`config.mk`:
```
export PLATFORM = sky130hd
export DESIGN_NAME = sram_stats_arb
export DESIGN_NICKNAME = d
export VERILOG_FILES = /design/src/rtl/sram_stats_pkg.sv /design/src/rtl/sram_stats_pend_q.sv /design/src/rtl/sram_stats_arb.sv
export SDC_FILE = /design/constraint.sdc
export NUM_CORES = 1
export LEC_CHECK = 0
export BUFFER_PORTS_ARGS = -buffer_cell sky130_fd_sc_hd__buf_2
export CAP_MARGIN = 30
export CORE_AREA = 2 2 230 232
export CTS_CLUSTER_DIAMETER = 80
export DETAILED_ROUTE_END_ITERATION = 16
export DIE_AREA = 0 0 232 234
export MAX_ROUTING_LAYER = met4
export PLACE_DENSITY = 0.76
export SETUP_SLACK_MARGIN = 0.1
export SLEW_MARGIN = 20
export SYNTH_ARGS = -nofsm -noshare
export SYNTH_HDL_FRONTEND = slang
export SYNTH_SLANG_ARGS = --single-unit
```
`constraint.sdc`:
```
create_clock -name clk -period 5.5 [get_ports clk]
set_input_delay 0.55 -clock clk [delete_from_list [all_inputs] [get_ports clk]]
set_output_delay 0.55 -clock clk [all_outputs]
set_load 0.02 [all_outputs]
```
`src/rtl/sram_stats_pkg.sv`:
```
// Shared types and constants for the flow-statistics SRAM scheduler.
// SRAM_STATS_SAT_EN: when defined, counter adds saturate instead of wrapping.
package sram_stats_pkg;

    localparam int unsigned MEM_WIDTH      = 36;
    localparam int unsigned NUM_MEM_INPUTS = 6;
    localparam int unsigned NUM_MEM_CHIPS  = 3;
    localparam int unsigned MEM_ADDR_WIDTH = 19;
    localparam int unsigned CNT_ADDR_WIDTH = 11;
    localparam int unsigned PEND_DEPTH     = 8;

    localparam int unsigned WORD_W      = MEM_WIDTH * NUM_MEM_INPUTS;
    localparam int unsigned PEND_PTR_W  = $clog2(PEND_DEPTH);
    localparam int unsigned CNT_W       = 32;
    localparam int unsigned UPD_BYTES_W = 16;

    // Counter word layout inside the SRAM word
    localparam int unsigned PKTS_LSB  = 0;
    localparam int unsigned PKTS_MSB  = 31;
    localparam int unsigned BYTES_LSB = 32;
    localparam int unsigned BYTES_MSB = 63;

    typedef enum logic [1:0] {
        OP_UPD = 2'd0,
        OP_RD  = 2'd1,
        OP_CLR = 2'd2
    } op_e;

    typedef enum logic [1:0] {
        ST_WAIT_CAL = 2'd0,
        ST_CLEAR    = 2'd1,
        ST_RUN      = 2'd2
    } state_e;

    typedef struct packed {
        op_e                        op;
        logic [CNT_ADDR_WIDTH-1:0]  addr;
        logic [UPD_BYTES_W-1:0]     bytes;
    } pend_entry_t;

    function automatic logic [CNT_W-1:0] cnt_add(input logic [CNT_W-1:0] a,
                                                 input logic [CNT_W-1:0] b);
`ifdef SRAM_STATS_SAT_EN
        logic [CNT_W:0] sum;
        sum = {1'b0, a} + {1'b0, b};
        return sum[CNT_W] ? '1 : sum[CNT_W-1:0];
`else
        return a + b;
`endif
    endfunction

endpackage

```
`src/rtl/sram_stats_pend_q.sv`:
```
// In-order queue of outstanding SRAM reads, with a per-entry address match
// vector against two candidate request addresses for hazard detection.
module sram_stats_pend_q
    import sram_stats_pkg::*;
(
    input  logic                       clk,
    input  logic                       resetn,
    input  logic                       push,
    input  pend_entry_t                push_entry,
    input  logic                       pop,
    output pend_entry_t                head,
    output logic                       full,
    output logic                       empty,
    input  logic [CNT_ADDR_WIDTH-1:0]  cmp_addr_a,
    input  logic [CNT_ADDR_WIDTH-1:0]  cmp_addr_b,
    output logic [PEND_DEPTH-1:0]      match_a,
    output logic [PEND_DEPTH-1:0]      match_b
);

    localparam int unsigned OCC_W = PEND_PTR_W + 1;

    pend_entry_t             mem_q [PEND_DEPTH];
    pend_entry_t             mem_d [PEND_DEPTH];
    logic [PEND_DEPTH-1:0]   vld_q, vld_d;
    logic [PEND_PTR_W-1:0]   wr_ptr_q, wr_ptr_d;
    logic [PEND_PTR_W-1:0]   rd_ptr_q, rd_ptr_d;
    logic [OCC_W-1:0]        cnt_q, cnt_d;
    logic                    do_push, do_pop;

    always_comb begin
        do_push  = push && (cnt_q != OCC_W'(PEND_DEPTH));
        do_pop   = pop && (cnt_q != '0);
        mem_d    = mem_q;
        vld_d    = vld_q;
        wr_ptr_d = wr_ptr_q;
        rd_ptr_d = rd_ptr_q;
        cnt_d    = cnt_q;
        if (do_push) begin
            mem_d[wr_ptr_q] = push_entry;
            vld_d[wr_ptr_q] = 1'b1;
            wr_ptr_d        = wr_ptr_q + PEND_PTR_W'(1);
        end
        if (do_pop) begin
            vld_d[rd_ptr_q] = 1'b0;
            rd_ptr_d        = rd_ptr_q + PEND_PTR_W'(1);
        end
        case ({do_push, do_pop})
            2'b10:   cnt_d = cnt_q + OCC_W'(1);
            2'b01:   cnt_d = cnt_q - OCC_W'(1);
            default: cnt_d = cnt_q;
        endcase
    end

    // Live entries compared in parallel; an entry being popped still counts
    always_comb begin
        match_a = '0;
        match_b = '0;
        for (int i = 0; i < int'(PEND_DEPTH); i++) begin
            match_a[i] = vld_q[i] && (mem_q[i].addr == cmp_addr_a);
            match_b[i] = vld_q[i] && (mem_q[i].addr == cmp_addr_b);
        end
    end

    always_ff @(posedge clk) begin
        if (!resetn) begin
            vld_q    <= '0;
            wr_ptr_q <= '0;
            rd_ptr_q <= '0;
            cnt_q    <= '0;
        end else begin
            vld_q    <= vld_d;
            wr_ptr_q <= wr_ptr_d;
            rd_ptr_q <= rd_ptr_d;
            cnt_q    <= cnt_d;
        end
    end

    always_ff @(posedge clk) begin
        mem_q <= mem_d;
    end

    assign head  = mem_q[rd_ptr_q];
    assign full  = (cnt_q == OCC_W'(PEND_DEPTH));
    assign empty = (cnt_q == '0);

endmodule

```
`src/rtl/sram_stats_arb.sv`:
```
// Clears the stats SRAM after calibration, then arbitrates hazard-free
// packet-update RMWs and host read / read-and-clear. Honours SRAM_STATS_SAT_EN.
module sram_stats_arb
    import sram_stats_pkg::*;
(
    input  logic                       clk,
    input  logic                       resetn,
    input  logic                       cal_done,
    output logic                       init_done,
    input  logic                       upd_valid,
    output logic                       upd_ready,
    input  logic [CNT_ADDR_WIDTH-1:0]  upd_addr,
    input  logic [UPD_BYTES_W-1:0]     upd_bytes,
    input  logic                       host_req_valid,
    output logic                       host_req_ready,
    input  logic [CNT_ADDR_WIDTH-1:0]  host_req_addr,
    input  logic                       host_req_clr,
    output logic                       host_rsp_valid,
    output logic [CNT_W-1:0]           host_rsp_pkts,
    output logic [CNT_W-1:0]           host_rsp_bytes,
    input  logic                       sram_read_full,
    input  logic                       sram_write_full,
    output logic                       din_ready,
    output logic [MEM_ADDR_WIDTH-1:0]  din_addr,
    input  logic [WORD_W-1:0]          din,
    input  logic [NUM_MEM_CHIPS-1:0]   din_valid,
    output logic                       dout_burst_ready,
    output logic [MEM_ADDR_WIDTH-1:0]  dout_addr,
    output logic [WORD_W-1:0]          dout
);

    state_e                     state_q, state_d;
    logic [CNT_ADDR_WIDTH-1:0]  clr_addr_q, clr_addr_d;
    logic                       rr_q, rr_d;
    logic                       init_done_q, init_done_d;
    logic                       din_ready_q, din_ready_d;
    logic [MEM_ADDR_WIDTH-1:0]  din_addr_q, din_addr_d;
    logic                       dout_burst_ready_q, dout_burst_ready_d;
    logic [MEM_ADDR_WIDTH-1:0]  dout_addr_q, dout_addr_d;
    logic [WORD_W-1:0]          dout_q, dout_d;
    logic                       host_rsp_valid_q, host_rsp_valid_d;
    logic [CNT_W-1:0]           host_rsp_pkts_q, host_rsp_pkts_d;
    logic [CNT_W-1:0]           host_rsp_bytes_q, host_rsp_bytes_d;
    logic                       wb_valid_q, wb_valid_d;
    logic [CNT_ADDR_WIDTH-1:0]  wb_addr_q, wb_addr_d;

    pend_entry_t                push_entry, head;
    logic                       q_full, q_empty;
    logic [PEND_DEPTH-1:0]      match_upd, match_host;
    logic                       issue_ok, elig_upd, elig_host;
    logic                       grant_upd, grant_host, resp;
    logic [CNT_W-1:0]           old_pkts, old_bytes;
    logic                       unused_din_hi;

    sram_stats_pend_q u_pend_q (
        .clk        (clk),
        .resetn     (resetn),
        .push       (grant_upd | grant_host),
        .push_entry (push_entry),
        .pop        (resp),
        .head       (head),
        .full       (q_full),
        .empty      (q_empty),
        .cmp_addr_a (upd_addr),
        .cmp_addr_b (host_req_addr),
        .match_a    (match_upd),
        .match_b    (match_host)
    );

    // Eligibility and round-robin grant; rr_q = 1 favours the host
    always_comb begin
        issue_ok  = (state_q == ST_RUN) && !q_full && !sram_read_full && !sram_write_full;
        elig_upd  = issue_ok && upd_valid && !(|match_upd)
                    && !(wb_valid_q && (wb_addr_q == upd_addr));
        elig_host = issue_ok && host_req_valid && !(|match_host)
                    && !(wb_valid_q && (wb_addr_q == host_req_addr));
        grant_upd  = elig_upd && (!elig_host || !rr_q);
        grant_host = elig_host && !grant_upd;
        if (grant_upd) begin
            push_entry = '{op: OP_UPD, addr: upd_addr, bytes: upd_bytes};
        end else begin
            push_entry = '{op: (host_req_clr ? OP_CLR : OP_RD), addr: host_req_addr, bytes: '0};
        end
        resp      = (&din_valid) && !q_empty;
        old_pkts  = din[PKTS_MSB:PKTS_LSB];
        old_bytes = din[BYTES_MSB:BYTES_LSB];
    end

    assign unused_din_hi = ^din[WORD_W-1:BYTES_MSB+1];

    always_comb begin
        state_d            = state_q;
        clr_addr_d         = clr_addr_q;
        rr_d               = rr_q;
        init_done_d        = (state_q == ST_RUN);
        din_ready_d        = 1'b0;
        din_addr_d         = din_addr_q;
        dout_burst_ready_d = 1'b0;
        dout_addr_d        = dout_addr_q;
        dout_d             = dout_q;
        host_rsp_valid_d   = 1'b0;
        host_rsp_pkts_d    = host_rsp_pkts_q;
        host_rsp_bytes_d   = host_rsp_bytes_q;
        wb_valid_d         = 1'b0;
        wb_addr_d          = wb_addr_q;

        case (state_q)
            ST_WAIT_CAL: begin
                if (cal_done) begin
                    state_d = ST_CLEAR;
                end
            end
            ST_CLEAR: begin
                if (!sram_write_full) begin
                    dout_burst_ready_d = 1'b1;
                    dout_addr_d        = MEM_ADDR_WIDTH'(clr_addr_q);
                    dout_d             = '0;
                    clr_addr_d         = clr_addr_q + CNT_ADDR_WIDTH'(1);
                    if (clr_addr_q == '1) begin
                        state_d = ST_RUN;
                    end
                end
            end
            ST_RUN: begin
                if (grant_upd || grant_host) begin
                    din_ready_d = 1'b1;
                    din_addr_d  = MEM_ADDR_WIDTH'(push_entry.addr);
                    rr_d        = grant_upd;
                end
                // Write-back register keeps the address visible to hazard checks next cycle
                if (resp) begin
                    wb_valid_d  = 1'b1;
                    wb_addr_d   = head.addr;
                    dout_addr_d = MEM_ADDR_WIDTH'(head.addr);
                    case (head.op)
                        OP_UPD: begin
                            dout_burst_ready_d              = 1'b1;
                            dout_d                          = '0;
                            dout_d[PKTS_MSB:PKTS_LSB]   = cnt_add(old_pkts, CNT_W'(1));
                            dout_d[BYTES_MSB:BYTES_LSB] = cnt_add(old_bytes, CNT_W'(head.bytes));
                        end
                        OP_CLR: begin
                            dout_burst_ready_d = 1'b1;
                            dout_d             = '0;
                            host_rsp_valid_d   = 1'b1;
                            host_rsp_pkts_d    = old_pkts;
                            host_rsp_bytes_d   = old_bytes;
                        end
                        default: begin
                            host_rsp_valid_d = 1'b1;
                            host_rsp_pkts_d  = old_pkts;
                            host_rsp_bytes_d = old_bytes;
                        end
                    endcase
                end
            end
            default: state_d = ST_WAIT_CAL;
        endcase
    end

    always_ff @(posedge clk) begin
        if (!resetn) begin
            state_q            <= ST_WAIT_CAL;
            clr_addr_q         <= '0;
            rr_q               <= 1'b0;
            init_done_q        <= 1'b0;
            din_ready_q        <= 1'b0;
            din_addr_q         <= '0;
            dout_burst_ready_q <= 1'b0;
            dout_addr_q        <= '0;
            dout_q             <= '0;
            host_rsp_valid_q   <= 1'b0;
            host_rsp_pkts_q    <= '0;
            host_rsp_bytes_q   <= '0;
            wb_valid_q         <= 1'b0;
            wb_addr_q          <= '0;
        end else begin
            state_q            <= state_d;
            clr_addr_q         <= clr_addr_d;
            rr_q               <= rr_d;
            init_done_q        <= init_done_d;
            din_ready_q        <= din_ready_d;
            din_addr_q         <= din_addr_d;
            dout_burst_ready_q <= dout_burst_ready_d;
            dout_addr_q        <= dout_addr_d;
            dout_q             <= dout_d;
            host_rsp_valid_q   <= host_rsp_valid_d;
            host_rsp_pkts_q    <= host_rsp_pkts_d;
            host_rsp_bytes_q   <= host_rsp_bytes_d;
            wb_valid_q         <= wb_valid_d;
            wb_addr_q          <= wb_addr_d;
        end
    end

    assign upd_ready        = grant_upd;
    assign host_req_ready   = grant_host;
    assign init_done        = init_done_q;
    assign din_ready        = din_ready_q;
    assign din_addr         = din_addr_q;
    assign dout_burst_ready = dout_burst_ready_q;
    assign dout_addr        = dout_addr_q;
    assign dout             = dout_q;
    assign host_rsp_valid   = host_rsp_valid_q;
    assign host_rsp_pkts    = host_rsp_pkts_q;
    assign host_rsp_bytes   = host_rsp_bytes_q;

endmodule

```
Yosys cells after proc, flatten, opt, wreduce, memory -nomap -nowiden. Index checks and enable logic that the tools add are counted.

Output and inout port bits: 324. Logic and storage cells: 196. Input bits: 265. Register bits: 590.

Reduce and logical (&&, ||, !) cells: 67. Order comparisons: 7. Mux-type cells: 33. $add $sub $neg: 7. Equality and inequality tests: 31. Bitwise gates (word level): 9.

Operator list (number): 216-bit one-hot mux with 2 select lines (2); 216-bit two-way mux (2); 232-bit bitwise mux (1); 11-bit == test (18); 29-bit two-way mux (4); 29-bit binary-select mux with 3-bit select (1); 29-bit demux with 3-bit select (1); 19-bit two-way mux (2); 19-bit one-hot mux with 2 select lines (1); 1-bit logical AND (35); 32-bit by 1-bit adder with 32-bit output, second input constant (1); 32-bit by 16-bit adder with 32-bit output (1); 8-bit two-way mux (2); 8-bit OR reduction (2); 3-bit AND reduction (4); 11-bit by 1-bit adder with 11-bit output, second input constant (1); 11-bit == test, second input constant (1); 1-bit zero test (11); 8-bit bitwise AND (1); 4-bit greater-or-equal comparator, second input constant (2); 3-bit by 4-bit < comparator with 1-bit output, second input constant (2); 1-bit two-way mux (8); 2-bit two-way mux (4); 3-bit NOT with 4-bit output (2); other kinds (28) (45).

Depth between registers and ports, before layout.
Depth in word-level cells: 18. Mapped depth: 17. Gate-level depth less buffers: 16.

Hierarchy. A second synthesis with hierarchy kept.

Cells, all modules: 1902. Area total of the unflattened synthesis: 21394.3 um^2.

By module, submodules not included: sram_stats_pend_q (cells each 694, instances 1, area each 11633.7 um^2); sram_stats_arb (cells each 1208, instances 1, area each 9760.6 um^2).

Worst setup path before layout. Ideal clock, no wire load.

Path type: input port to flip-flop. Start point: input upd_addr[0]. End point: register u_pend_q.mem_q[203] (netlist bit) (enable). Arrival time: 4082 ps. Cell stages on the path: 10. Setup slack: 967 ps. Data required time: 5049 ps. Path through: buf_4 > xnor2_1 > nand4_1 > nor3_1 > nor4_1 > nand4_1 > o21ai_2 > buf_2 > nand2_1 > nor3_1.

Word-level cells in the longest chain between the ends: 11. Elaborated cells between the ends (all ways): 28.

Ends and longest elaborated chain: from (decl) (RTL line sram_stats_arb.sv:12) `input logic [CNT_ADDR_WIDTH-1:0] upd_addr,`; 11-bit == test (RTL line sram_stats_pend_q.sv:59) `match_a[i] = vld_q[i] && (mem_q[i].addr == cmp_addr_a);`; 1-bit logical AND (RTL line sram_stats_pend_q.sv:59); 8-bit OR reduction (RTL line sram_stats_arb.sv:73) `elig_upd = issue_ok && upd_valid && !(|match_upd)`; 1-bit zero test (RTL line sram_stats_arb.sv:73); 1-bit logical AND (RTL line sram_stats_arb.sv:73); 1-bit logical AND (*) (RTL line sram_stats_arb.sv:74) `&& !(wb_valid_q && (wb_addr_q == upd_addr));`; 1-bit logical AND (*) (RTL line sram_stats_arb.sv:77) `grant_upd = elig_upd && (!elig_host || !rr_q);`; 1-bit zero test (RTL line sram_stats_arb.sv:78) `grant_host = elig_host && !grant_upd;`; 1-bit logical AND (RTL line sram_stats_arb.sv:78); 1-bit bitwise OR (*) (RTL line sram_stats_arb.sv:58) `.push (grant_upd | grant_host),`; 1-bit logical AND (*) (RTL line sram_stats_pend_q.sv:31) `do_push = push && (cnt_q != OCC_W'(PEND_DEPTH));`; to (signal assigned) (RTL line sram_stats_pend_q.sv:79) `mem_q <= mem_d;`; to (decl) (RTL line sram_stats_pend_q.sv:22) `pend_entry_t mem_q [PEND_DEPTH];`.

Mark *: on every way between the ends. The rest lies on a longest branch, timed or not. A chain may end at the register's enable or synchronous reset.

Final worst setup path.
Start point: register u_pend_q.rd_ptr_q[0]. End point: register host_rsp_pkts_q[20] (netlist: host_rsp_pkts[20]).

Word-level cells in the longest chain between the ends: 7.

Ends and longest elaborated chain: from (decl) (RTL line sram_stats_pend_q.sv:26) `logic [PEND_PTR_W-1:0] rd_ptr_q, rd_ptr_d;`; from (signal assigned) (RTL line sram_stats_pend_q.sv:73) `rd_ptr_q <= rd_ptr_d;`; 3-bit NOT with 4-bit output (not written as such) (RTL line sram_stats_pend_q.sv:82) `assign head = mem_q[rd_ptr_q];`; 29-bit binary-select mux with 3-bit select (RTL line sram_stats_pend_q.sv:82); 29-bit two-way mux (not written as such) (2 in a row) (RTL line sram_stats_pend_q.sv:82); 2-bit zero test (RTL line sram_stats_arb.sv:135) `case (head.op)`; 1-bit NOT (no source line); 3-bit AND reduction (no source line); to (signal assigned) (RTL line sram_stats_arb.sv:188) `host_rsp_pkts_q <= host_rsp_pkts_d;`; to (decl) (RTL line sram_stats_arb.sv:42) `logic [CNT_W-1:0] host_rsp_pkts_q, host_rsp_pkts_d;`.

No other way between the ends. The select of a mux whose other input is x is not followed.

==> run summary <==
run status: completed
setup fix buffers added after clock tree synthesis: 0
number of instances resized during post-cts repair: 0
minimum setup slack in the final design: 1430 ps
synth unique cells: 73
wire length of the first global-routing pass: 91,800 um
Hold Buf Count CTS: 0
final critical-path share of the clock period: 0.741
area of the die: 54,300 um^2
worst-path fanout max: 43
count of maximum capacitance violations: 0
number of buffers on the longest clock path: 3
routed wire length: 63,500 um
total chip power: 0.00706 W
count of port buffers added during placement: 268
Final Critical Period: 4070 ps
initial antenna violation count: 2
WP buf/inv: 2
Post-Synthesis Cells: 1,871
busiest metal layer after global routing: met2
effective utilization at floorplan: 0.414
maximum number of pins on one net before global-route repair: 78
Hold Fails Final Rpt: 0
num ports: 589
H-tree depth reported by CTS: 2
Sinks on Clock Net: 430
clock transition at the registers of the reported paths: 60 ps
most used flip-flop cell after synthesis: sky130_fd_sc_hd__edfxtp_1
die outline height: 234 um
count of flip-flops with a built-in enable after synthesis: 232
Die Span X: 232 um
detailed router's first-iteration violation count: 1,408
arrival time of data at the critical path endpoint: 4540 ps
power density cells: 288 nW/um^2
synthesized area: 21,500 um^2
detailed-route DRC error count: 0
TNS Setup: 0 ps
Placement Setup Slack: 1380 ps
area growth from synthesis to layout: 13.9%
final std cell area, no fill: 24,500 um^2
flip-flop and latch count after synthesis: 430
largest area contributor in the synthesized netlist: sky130_fd_sc_hd__edfxtp_1
via count of the first global-routing pass: 14,500
fin nets: 2,414
worst reg-to-reg setup slack: 1430 ps
area share of the largest cell type after synthesis: 0.324
delay of the slowest cell on the worst path: 740 ps
worst slew slack as a fraction of its limit: 0.374
HPWL reported at the end of detailed placement: 45,800 um
TritonCTS clock tree: yes
worst hold path type: in -> reg
worst ir drop on vdd: 0.294 mV
fraction of final layout cells with drive strength greater than 1: 0.219
Setup CP Type: reg -> reg
first-pass iteration count of the detailed router: 5
cell area after placement: 22,900 um^2
cell family contributing the most delay on the critical path: buffers and inverters
global route total overflow: 0
max-slew violation count: 0
worst skew pair latency: 610 ps
achievable frequency: 245 MHz
GRT met2 Usage: 0.395
routed len/inst: 22.3 um
Avg Vias per Cell: 5.35
layout filler cell count: 4,617
WP data required: 5960 ps
endpoints failing setup: 0
CP endpoint kind: flip-flop
overall routing resource usage: 0.234
clock root buffer: sky130_fd_sc_hd__clkbuf_16
leakage power of the design: 9.41 nW
site row count: 84
final-layout worst hold slack: 212 ps
antenna viol nets, final: 0
total via count after detailed routing: 15,200
proportion of register bits with asynchronous set or reset after synthesis: 0
post-synthesis area per instance: 11.5 um^2
slowest stage cell, crit path: sky130_fd_sc_hd__dfxtp_4
M3 GR Usage: 0.0461
unrepaired setup endpoints after global routing: no
GP Congestion: 0.928
leading post-synthesis cells by cell area: sky130_fd_sc_hd__edfxtp_1, sky130_fd_sc_hd__dfxtp_1, sky130_fd_sc_hd__xnor2_1
area inside the core boundary: 52,000 um^2
Inserted Clock Buffers: 47
CP Launch Type: flip-flop
pin slew with the least headroom to its limit: 937 ps
GR Util met1: 0.282
worst-path cell chain: buf_4 -> mux4_2 -> nand2_1 -> nand2_1 -> a211oi_1 -> nor2_4 -> buf_4 -> mux2i_1 -> nor2_1
proportion of synthesized chip area in sequential cells: 0.508
Yosys warnings: 0
final clock skew: 37.2 ps
## tightest hold or removal path: stages
cell and delay [ps]:
sky130_fd_sc_hd__buf_2 90, sky130_fd_sc_hd__mux2i_1 60, sky130_fd_sc_hd__nor2_1 80
## through the flow
stage / utilization / instances
finish: 0.471 / 2847
global route: 0.471 / 2847
CTS: 0.471 / 2845
detailed placement: 0.441 / 2760
global placement: 0.440 / 2759
floorplan: - / 2038
## sequential cells by signal, summed over array words and instances, names as in the netlist, 4 cells and up
| name | cells |
|---|---|
| u_pend_q.mem_q | 232 |
| host_rsp_pkts | 32 |
| u_pend_q.cnt_q | 4 |
| u_pend_q.vld_q | 8 |
| dout_addr | 11 |
| clr_addr_q | 11 |
| host_rsp_bytes | 32 |
| wb_addr_q | 11 |
| din_addr | 11 |
| dout | 64 |
## per-layer routing
metal | wire (um) | up-vias
met5 | 0 | -
met1 | 24600 | 7479
met2 | 31700 | 784
met3 | 5170 | 131
li1 | - | 6840
met4 | 2010 | 0
## synthesized netlist by cell type, drive strengths merged (5+ instances only)
cell type and instances:
nor2 193, o2bb2ai 7, xor2 38, a21o 13
a211oi 26, and3 11, o21ba 12, a31oi 7
buf 216, and2 19, dfxtp 198, nor3 51
or3 9, mux2i 78, inv 17, edfxtp 232
nor2b 5, nand4 71, xnor2 235, ha 26
a22oi 17, a21oi 58, mux2 12, nand3 21
clkbuf 52, o21ai 35, mux4 58, nand2 99
## layout make-up
type	count	area [um^2]	share of cell area
diodes	1	2.50	0.000102
inverters	19	73.8	0.00301
clock buffers	59	1260	0.0515
clock inverters	26	312	0.0127
well taps	688	861	0.0351
flip-flops and latches	430	10900	0.446
multi-input cells	1321	9450	0.385
repair buffers	303	1630	0.0664
## power by group
part | internal (W) | switching (W) | total [W]
Sequential | 0.00336 | 0.00000225 | 0.00337
Combinational | 0.000125 | 0.000352 | 0.000477
Clock | 0.00184 | 0.00137 | 0.00321
## cells by family after synthesis
logic type,after synthesis,synth area share
adder cells (fa/ha/maj),27,0.0160
AO/OA/AOI/OAI,208,0.0664
AND/OR/NAND/NOR,497,0.109
other,1,0.000174
flip-flops,430,0.508
multiplexers,148,0.105
XOR/XNOR,273,0.111
buffers and inverters,287,0.0851
## worst paths after layout
path,startpoint,end,cells after the start
worst max-delay path,u_pend_q.rd_ptr_q[0],host_rsp_pkts[20],9
worst min-delay path,din[32],host_rsp_bytes[0],3
worst max register to register,u_pend_q.rd_ptr_q[0],host_rsp_pkts[20],9
worst min register to register,dout[61],dout[61],2
## placed cells by master, fill, tap and decap left out, drive strengths merged, types with 5 or more instances in the layout
cell,Yosys,final
buf,216,303
xnor2,235,235
edfxtp,232,232
dfxtp,198,198
nor2,193,193
conb,1,168
nand2,99,99
mux2i,78,78
nand4,71,71
clkbuf,52,59
mux4,58,58
a21oi,58,58
nor3,51,51
xor2,38,38
o21ai,35,35
a211oi,26,26
ha,26,26
nand3,21,21
inv,17,21
and2,19,19
a22oi,17,17
clkinv,2,17
a21o,13,13
mux2,12,12
o21ba,12,12
and3,11,11
or3,9,9
o2bb2ai,7,7
a31oi,7,7
nor2b,5,5
No activity file was read; power rests on OpenSTA's default activity.
